File: config.mk
export PLATFORM = sky130hd
export DESIGN_NAME = weight_fifo_load_sched
export DESIGN_NICKNAME = d
export VERILOG_FILES = /design/src/rtl/weight_fifo_load_sched.sv
export SDC_FILE = /design/constraint.sdc
export NUM_CORES = 1
export LEC_CHECK = 0
export BUFFER_PORTS_ARGS = -buffer_cell sky130_fd_sc_hd__buf_2
export CAP_MARGIN = 0
export CORE_ASPECT_RATIO = 1.5
export CORE_MARGIN = 3
export CORE_UTILIZATION = 43
export CTS_CLUSTER_DIAMETER = 150
export CTS_CLUSTER_SIZE = 10
export DETAILED_ROUTE_END_ITERATION = 8
export HOLD_SLACK_MARGIN = 0.08
export PLACE_DENSITY = 0.75
export SYNTH_ARGS = -nofsm -noshare
export SYNTH_HDL_FRONTEND = slang
export SYNTH_SLANG_ARGS = --single-unit
File: constraint.sdc
create_clock -name clk -period 1.9 [get_ports clk]
set_clock_uncertainty 0.1 [all_clocks]
set_input_delay 0.38 -clock clk [delete_from_list [all_inputs] [get_ports clk]]
set_output_delay 0.38 -clock clk [all_outputs]
set_load 0.1 [all_outputs]
File: src/rtl/weight_fifo_load_sched.sv
// Round-robin scheduler for weight-FIFO fill bursts over a shared memory.
// Issues FIFO_DEPTH broadcast reads, then pushes data after RD_LATENCY.
module weight_fifo_load_sched #(
   parameter int NUM_REQ    = 4,
   parameter int FIFO_WIDTH = 16,
   parameter int FIFO_DEPTH = 16,
   parameter int ADDR_WIDTH = 8,
   parameter int RD_LATENCY = 2
) (
   input  logic                            clk,
   input  logic                            rstn,
   input  logic [NUM_REQ-1:0]              req_valid,
   input  logic [NUM_REQ*ADDR_WIDTH-1:0]   req_base,
   input  logic                            fifo_empty,
   output logic [NUM_REQ-1:0]              req_ack,
   output logic [NUM_REQ-1:0]              done,
   output logic                            busy,
   output logic [$clog2(NUM_REQ)-1:0]      grant_id,
   output logic [FIFO_WIDTH-1:0]           w_mem_rd_en,
   output logic [ADDR_WIDTH-1:0]           w_mem_rd_addr,
   output logic [FIFO_WIDTH-1:0]           fifo_en
);

   localparam int IDW  = $clog2(NUM_REQ);
   localparam int CMAX = (FIFO_DEPTH > RD_LATENCY) ? FIFO_DEPTH : RD_LATENCY;
   localparam int CW   = (CMAX > 1) ? $clog2(CMAX) : 1;

   typedef enum logic [1:0] {IDLE, ISSUE, DRAIN, DONE} state_t;

   state_t                state_q, state_d;
   logic [CW-1:0]         cnt_q, cnt_d;
   logic [IDW-1:0]        rr_q, rr_d;
   logic [IDW-1:0]        gid_q, gid_d;
   logic [ADDR_WIDTH-1:0] addr_q, addr_d;
   logic                  rd_en_q, rd_en_d;
   logic                  busy_q, busy_d;
   logic [NUM_REQ-1:0]    ack_q, ack_d;
   logic [NUM_REQ-1:0]    done_q, done_d;
   logic [RD_LATENCY-1:0] dl_q, dl_d;

   logic [ADDR_WIDTH-1:0] base_arr [NUM_REQ];
   logic [IDW-1:0]        idx, win_id;
   logic                  win_vld, grant, issue_last, drain_last;

   always_comb begin
      for (int i = 0; i < NUM_REQ; i++) begin
         base_arr[i] = req_base[i*ADDR_WIDTH +: ADDR_WIDTH];
      end
   end

   // Descending scan so the closest requester after rr_q is written last.
   always_comb begin
      win_vld = 1'b0;
      win_id  = '0;
      idx     = '0;
      for (int i = NUM_REQ; i >= 1; i--) begin
         idx = IDW'((int'(rr_q) + i) % NUM_REQ);
         if (req_valid[idx]) begin
            win_vld = 1'b1;
            win_id  = idx;
         end
      end
   end

   assign grant      = (state_q == IDLE) && win_vld && fifo_empty;
   assign issue_last = (cnt_q == CW'(FIFO_DEPTH - 1));
   assign drain_last = (cnt_q == CW'(RD_LATENCY - 1));

   always_ff @(posedge clk) begin
      if (!rstn) state_q <= IDLE;
      else       state_q <= state_d;
   end

   always_comb begin
      state_d = state_q;
      unique case (state_q)
         IDLE:    if (grant) state_d = ISSUE;
         ISSUE:   if (issue_last) state_d = DRAIN;
         DRAIN:   if (drain_last) state_d = DONE;
         DONE:    state_d = IDLE;
         default: state_d = IDLE;
      endcase
   end

   always_comb begin
      cnt_d   = cnt_q;
      rr_d    = rr_q;
      gid_d   = gid_q;
      addr_d  = addr_q;
      rd_en_d = 1'b0;
      busy_d  = busy_q;
      ack_d   = '0;
      done_d  = '0;
      unique case (state_q)
         IDLE: begin
            if (grant) begin
               ack_d[win_id] = 1'b1;
               gid_d   = win_id;
               addr_d  = base_arr[win_id];
               rd_en_d = 1'b1;
               busy_d  = 1'b1;
               cnt_d   = '0;
            end
         end
         ISSUE: begin
            if (issue_last) begin
               cnt_d = '0;
            end else begin
               rd_en_d = 1'b1;
               addr_d  = addr_q + ADDR_WIDTH'(1);
               cnt_d   = cnt_q + CW'(1);
            end
         end
         DRAIN: begin
            if (drain_last) begin
               done_d[gid_q] = 1'b1;
               cnt_d = '0;
            end else begin
               cnt_d = cnt_q + CW'(1);
            end
         end
         DONE: begin
            busy_d = 1'b0;
            rr_d   = gid_q;
         end
         default: ;
      endcase
   end

   // Read-latency delay line: fifo_en mirrors rd_en RD_LATENCY cycles later.
   if (RD_LATENCY == 1) begin : g_dl1
      always_comb dl_d = rd_en_q;
   end else begin : g_dln
      always_comb dl_d = {dl_q[RD_LATENCY-2:0], rd_en_q};
   end

   always_ff @(posedge clk) begin
      if (!rstn) begin
         cnt_q   <= '0;
         rr_q    <= IDW'(NUM_REQ - 1);
         gid_q   <= '0;
         addr_q  <= '0;
         rd_en_q <= 1'b0;
         busy_q  <= 1'b0;
         ack_q   <= '0;
         done_q  <= '0;
         dl_q    <= '0;
      end else begin
         cnt_q   <= cnt_d;
         rr_q    <= rr_d;
         gid_q   <= gid_d;
         addr_q  <= addr_d;
         rd_en_q <= rd_en_d;
         busy_q  <= busy_d;
         ack_q   <= ack_d;
         done_q  <= done_d;
         dl_q    <= dl_d;
      end
   end

   assign req_ack       = ack_q;
   assign done          = done_q;
   assign busy          = busy_q;
   assign grant_id      = gid_q;
   assign w_mem_rd_en   = {FIFO_WIDTH{rd_en_q}};
   assign w_mem_rd_addr = addr_q;
   assign fifo_en       = {FIFO_WIDTH{dl_q[RD_LATENCY-1]}};

endmodule

==> results.md <==
* Synth-to-layout area growth at 28.0%
* Sequential Power Share at 0.200
* Core Area at approximately 4500 um^2
* Post-synth EDFFs at 0
* Die ar. at about 5600 um^2
* Horiz. Die Dim at 62.1 um
* Most numerous cell in the Yosys netlist: buf_4
* Post-synth cell types at 50
* Seq cells post-synth at 30
* Slew headroom at 0.679
* FILL cells at between 400 and 500
* Largest net degree at the start of global routing at 30
* Gr usage total at 0.184
* Core Rows at 30
* Cell area after synthesis at 2030 um^2
* Actual slew at the worst max-slew pin at 0.480 ns
* CP Data Required Time at 1.42 ns
* FF-to-FF path depth at 6
* Commonest cells post-synth: 34 x buf_4, 30 x dfxtp_1, 20 x nand2_1
* Starting density of the core at 0.446
* Slowest stage cell on the critical path: dfxtp_1
* Final WL at around 5200 um
* Destination of the worst hold path: dl_q[1]
* TritonCTS buffer count at 5
* Cell Int Power at 1870 uW
* CTS tree: yes
* Reg2reg setup slack at roughly 0.10 ns
* GRT Residual Overflow at 0
* Min Hold Slack at 0.335 ns
* Crit path depth at 1
* Worst Path Arrival at between 1 and 1.5 ns
* Syn Nets at 289
* Post-synth top area share at 0.296
* FF-to-FF Start: rr_q[0]
* CP Buf/Inv Count at 1
* Asr flop ratio synth at 0
* WS Path Type: reg2out
* Clk_lat worst skew at 0.29 ns
* Sw Ratio at 0.611
* Synthesized netlist cell count at 242
* Comb pwr share at 0.687
* Mean post-synth cell area at 8.38 um^2
* Power density of the placed cells at 1850 nW/um^2
* Dpl cell area at 2410 um^2
* Ratio of cells with drive above 1 in the final layout at 0.465
* Root buffer cell: clkbuf_8
* Power share of the clock group at 0.114
* CP cell instances: buf_2
* Crit path max fanout at 17
* First-pass GRT wire length at 8060 um
* Hold Vio Cnt, Final at 0
* Hold path depth at 1
* Lkg Pwr at 0.00123 uW
* Register area share after synthesis at 0.296
* CP Launch Type: flop
* Setup-failing EPs final at 0
* Nets at 362
* Port buffer count at 89
* Syn. warnings at 0
* Vias at 1,935
* Design area at 2590 um^2
* Clk sink count at 30
* H-tree lvl count at 2
* CTS Buffer Depth at 2
* Synth top area cells: dfxtp_1 30%, buf_4 13%, mux2i_1 5.9%
* Fmax at 0.548 GHz
* Final slew viol count at 0
* Max incr delay on CP at approximately 0.55 ns
* Number of diodes at 0
* TritonRoute pass-1 iters at 4
* CP top delay family: flip-flops
* Drt wl/cell at 13.7 um
* CTS clock-pin slew for the worst setup and hold paths at 0.07 ns
* Area leader, netlist: dfxtp_1
* Initial detailed-routing violation count at 79
* Die Span Y at 90.1 um
* Min-Delay Startpoint: dl_q[0]
* Tcrit/Tclk final at 0.961
* GPL Wtd Cong at roughly 0.84
* Vias in the first global route at 1,836
* Max Cap Viol at 0
* Vias/cell at 5.09
* Hpwl dp at 3930 um
* Worst vdd ir at between 800 and 900 uV
* Status: complete, no violations
* Final worst path period need at 1.83 ns
* Switching Power at slightly below 3000 uW
* R2r endpoint: w_mem_rd_addr[0]
* Io pins at 90
* CP Capture Type: output pin
* Initial antenna violation count at 0
* DRC at 0
* DRT antenna net count at 0
* Primary FF master, synth: dfxtp_1
* Worst hold path class: reg2reg
* RSZ-0062 raised after global routing: yes
==> routing by layer <==
metal,wire length (um),up-vias,track usage
li1,-,973,-
met1,2080,888,0.203
met2,2770,62,0.316
met3,229,12,0.0287
met4,134,0,0.0991
met5,0,-,0
==> cell usage in the layout, fill, tap and decap left out, types with 11 or more instances in the layout <==
master,instances
buf_2,85
dfxtp_1,21
nand2_1,20
buf_4,19
o21ai_0,13
nor2_1,11
mux2i_1,11
==> power by group through the flow <==
stage                     Sequential (uW)  Clock, uW  Combinational, uW
after floorplan                      1590          0               2150
after global placement                958          0               3140
after detailed placement              965          0               3180
after CTS                             954        562               3200
after global routing                  988        586               3470
final                                 960        547               3300
==> cell families (layout without fill, tap and decap cells) <==
group	after synthesis	in the layout	share of synthesized area
compound gates	56	56	0.192
fa+ha+maj	8	8	0.0494
xor+xnor	3	3	0.0130
mux	14	14	0.0704
simple gates	83	83	0.220
flops	30	30	0.296
buf+inv	48	122	0.159
==> worst register-to-register path, cell delays in order (launching register included) <==
cell,delay (ns)
dfxtp_4,0.37
and3b_1,0.26
nor3_4,0.07
or2_4,0.30
a211oi_1,0.33
a2111oi_2,0.09
o21a_1,0.18
==> cell type report <==
cell class                 count  area [um^2]  share of cell area
clock buffer                   6         82.6              0.0318
clock inverter                 2         12.5             0.00482
inverter                       5         18.8             0.00724
multi-input combinational    164         1160               0.449
sequential                    30          617               0.238
tap                           64         80.1              0.0309
timing repair buffer         109          618               0.238
==> registers in the layout (all words and copies together), names as in the netlist <==
register,cells
w_mem_rd_addr,8
rd_en_q,1
state_q,2
grant_id,2
rr_q,2
dl_q,2
req_ack,4
busy,1
done,4
cnt_q,4
==> worst max path at each step <==
stage            startpoint                to  slack (ns)
2_1_floorplan  req_valid[3]  w_mem_rd_addr[6]      -0.008
3_3_place_gp   req_valid[2]  w_mem_rd_addr[5]       -0.11
3_5_place_dp   req_valid[2]  w_mem_rd_addr[5]       -0.14
4_1_cts            cnt_q[0]  w_mem_rd_addr[0]        0.02
5_1_grt             rd_en_q   w_mem_rd_en[12]       -0.03
6_report            rd_en_q   w_mem_rd_en[15]        0.07
==> repair_timing <==
action / CTS / global route
hold endpoints to repair: 0 / 0
hold buffers: 0 / 0
endpoints found under the setup margin: 6 / 42
setup buffers: 0 / 2
gates resized for setup: 4 / 22
pin swaps: 0 / 5
==> stage by stage <==
step	total power, uW	util	cells	setup WS (ns)	setup TNS, ns
finish	4810	0.571	380	0.0747	0
global route	5040	0.571	380	-0.0285	-0.535
CTS	4710	0.553	378	0.0195	0
detailed placement	4140	0.531	370	-0.143	-0.634
global placement	4100	0.531	370	-0.107	-0.262
floorplan	3740	-	242	-0.00845	-0.00845
Power figures use the tool's default switching activity.
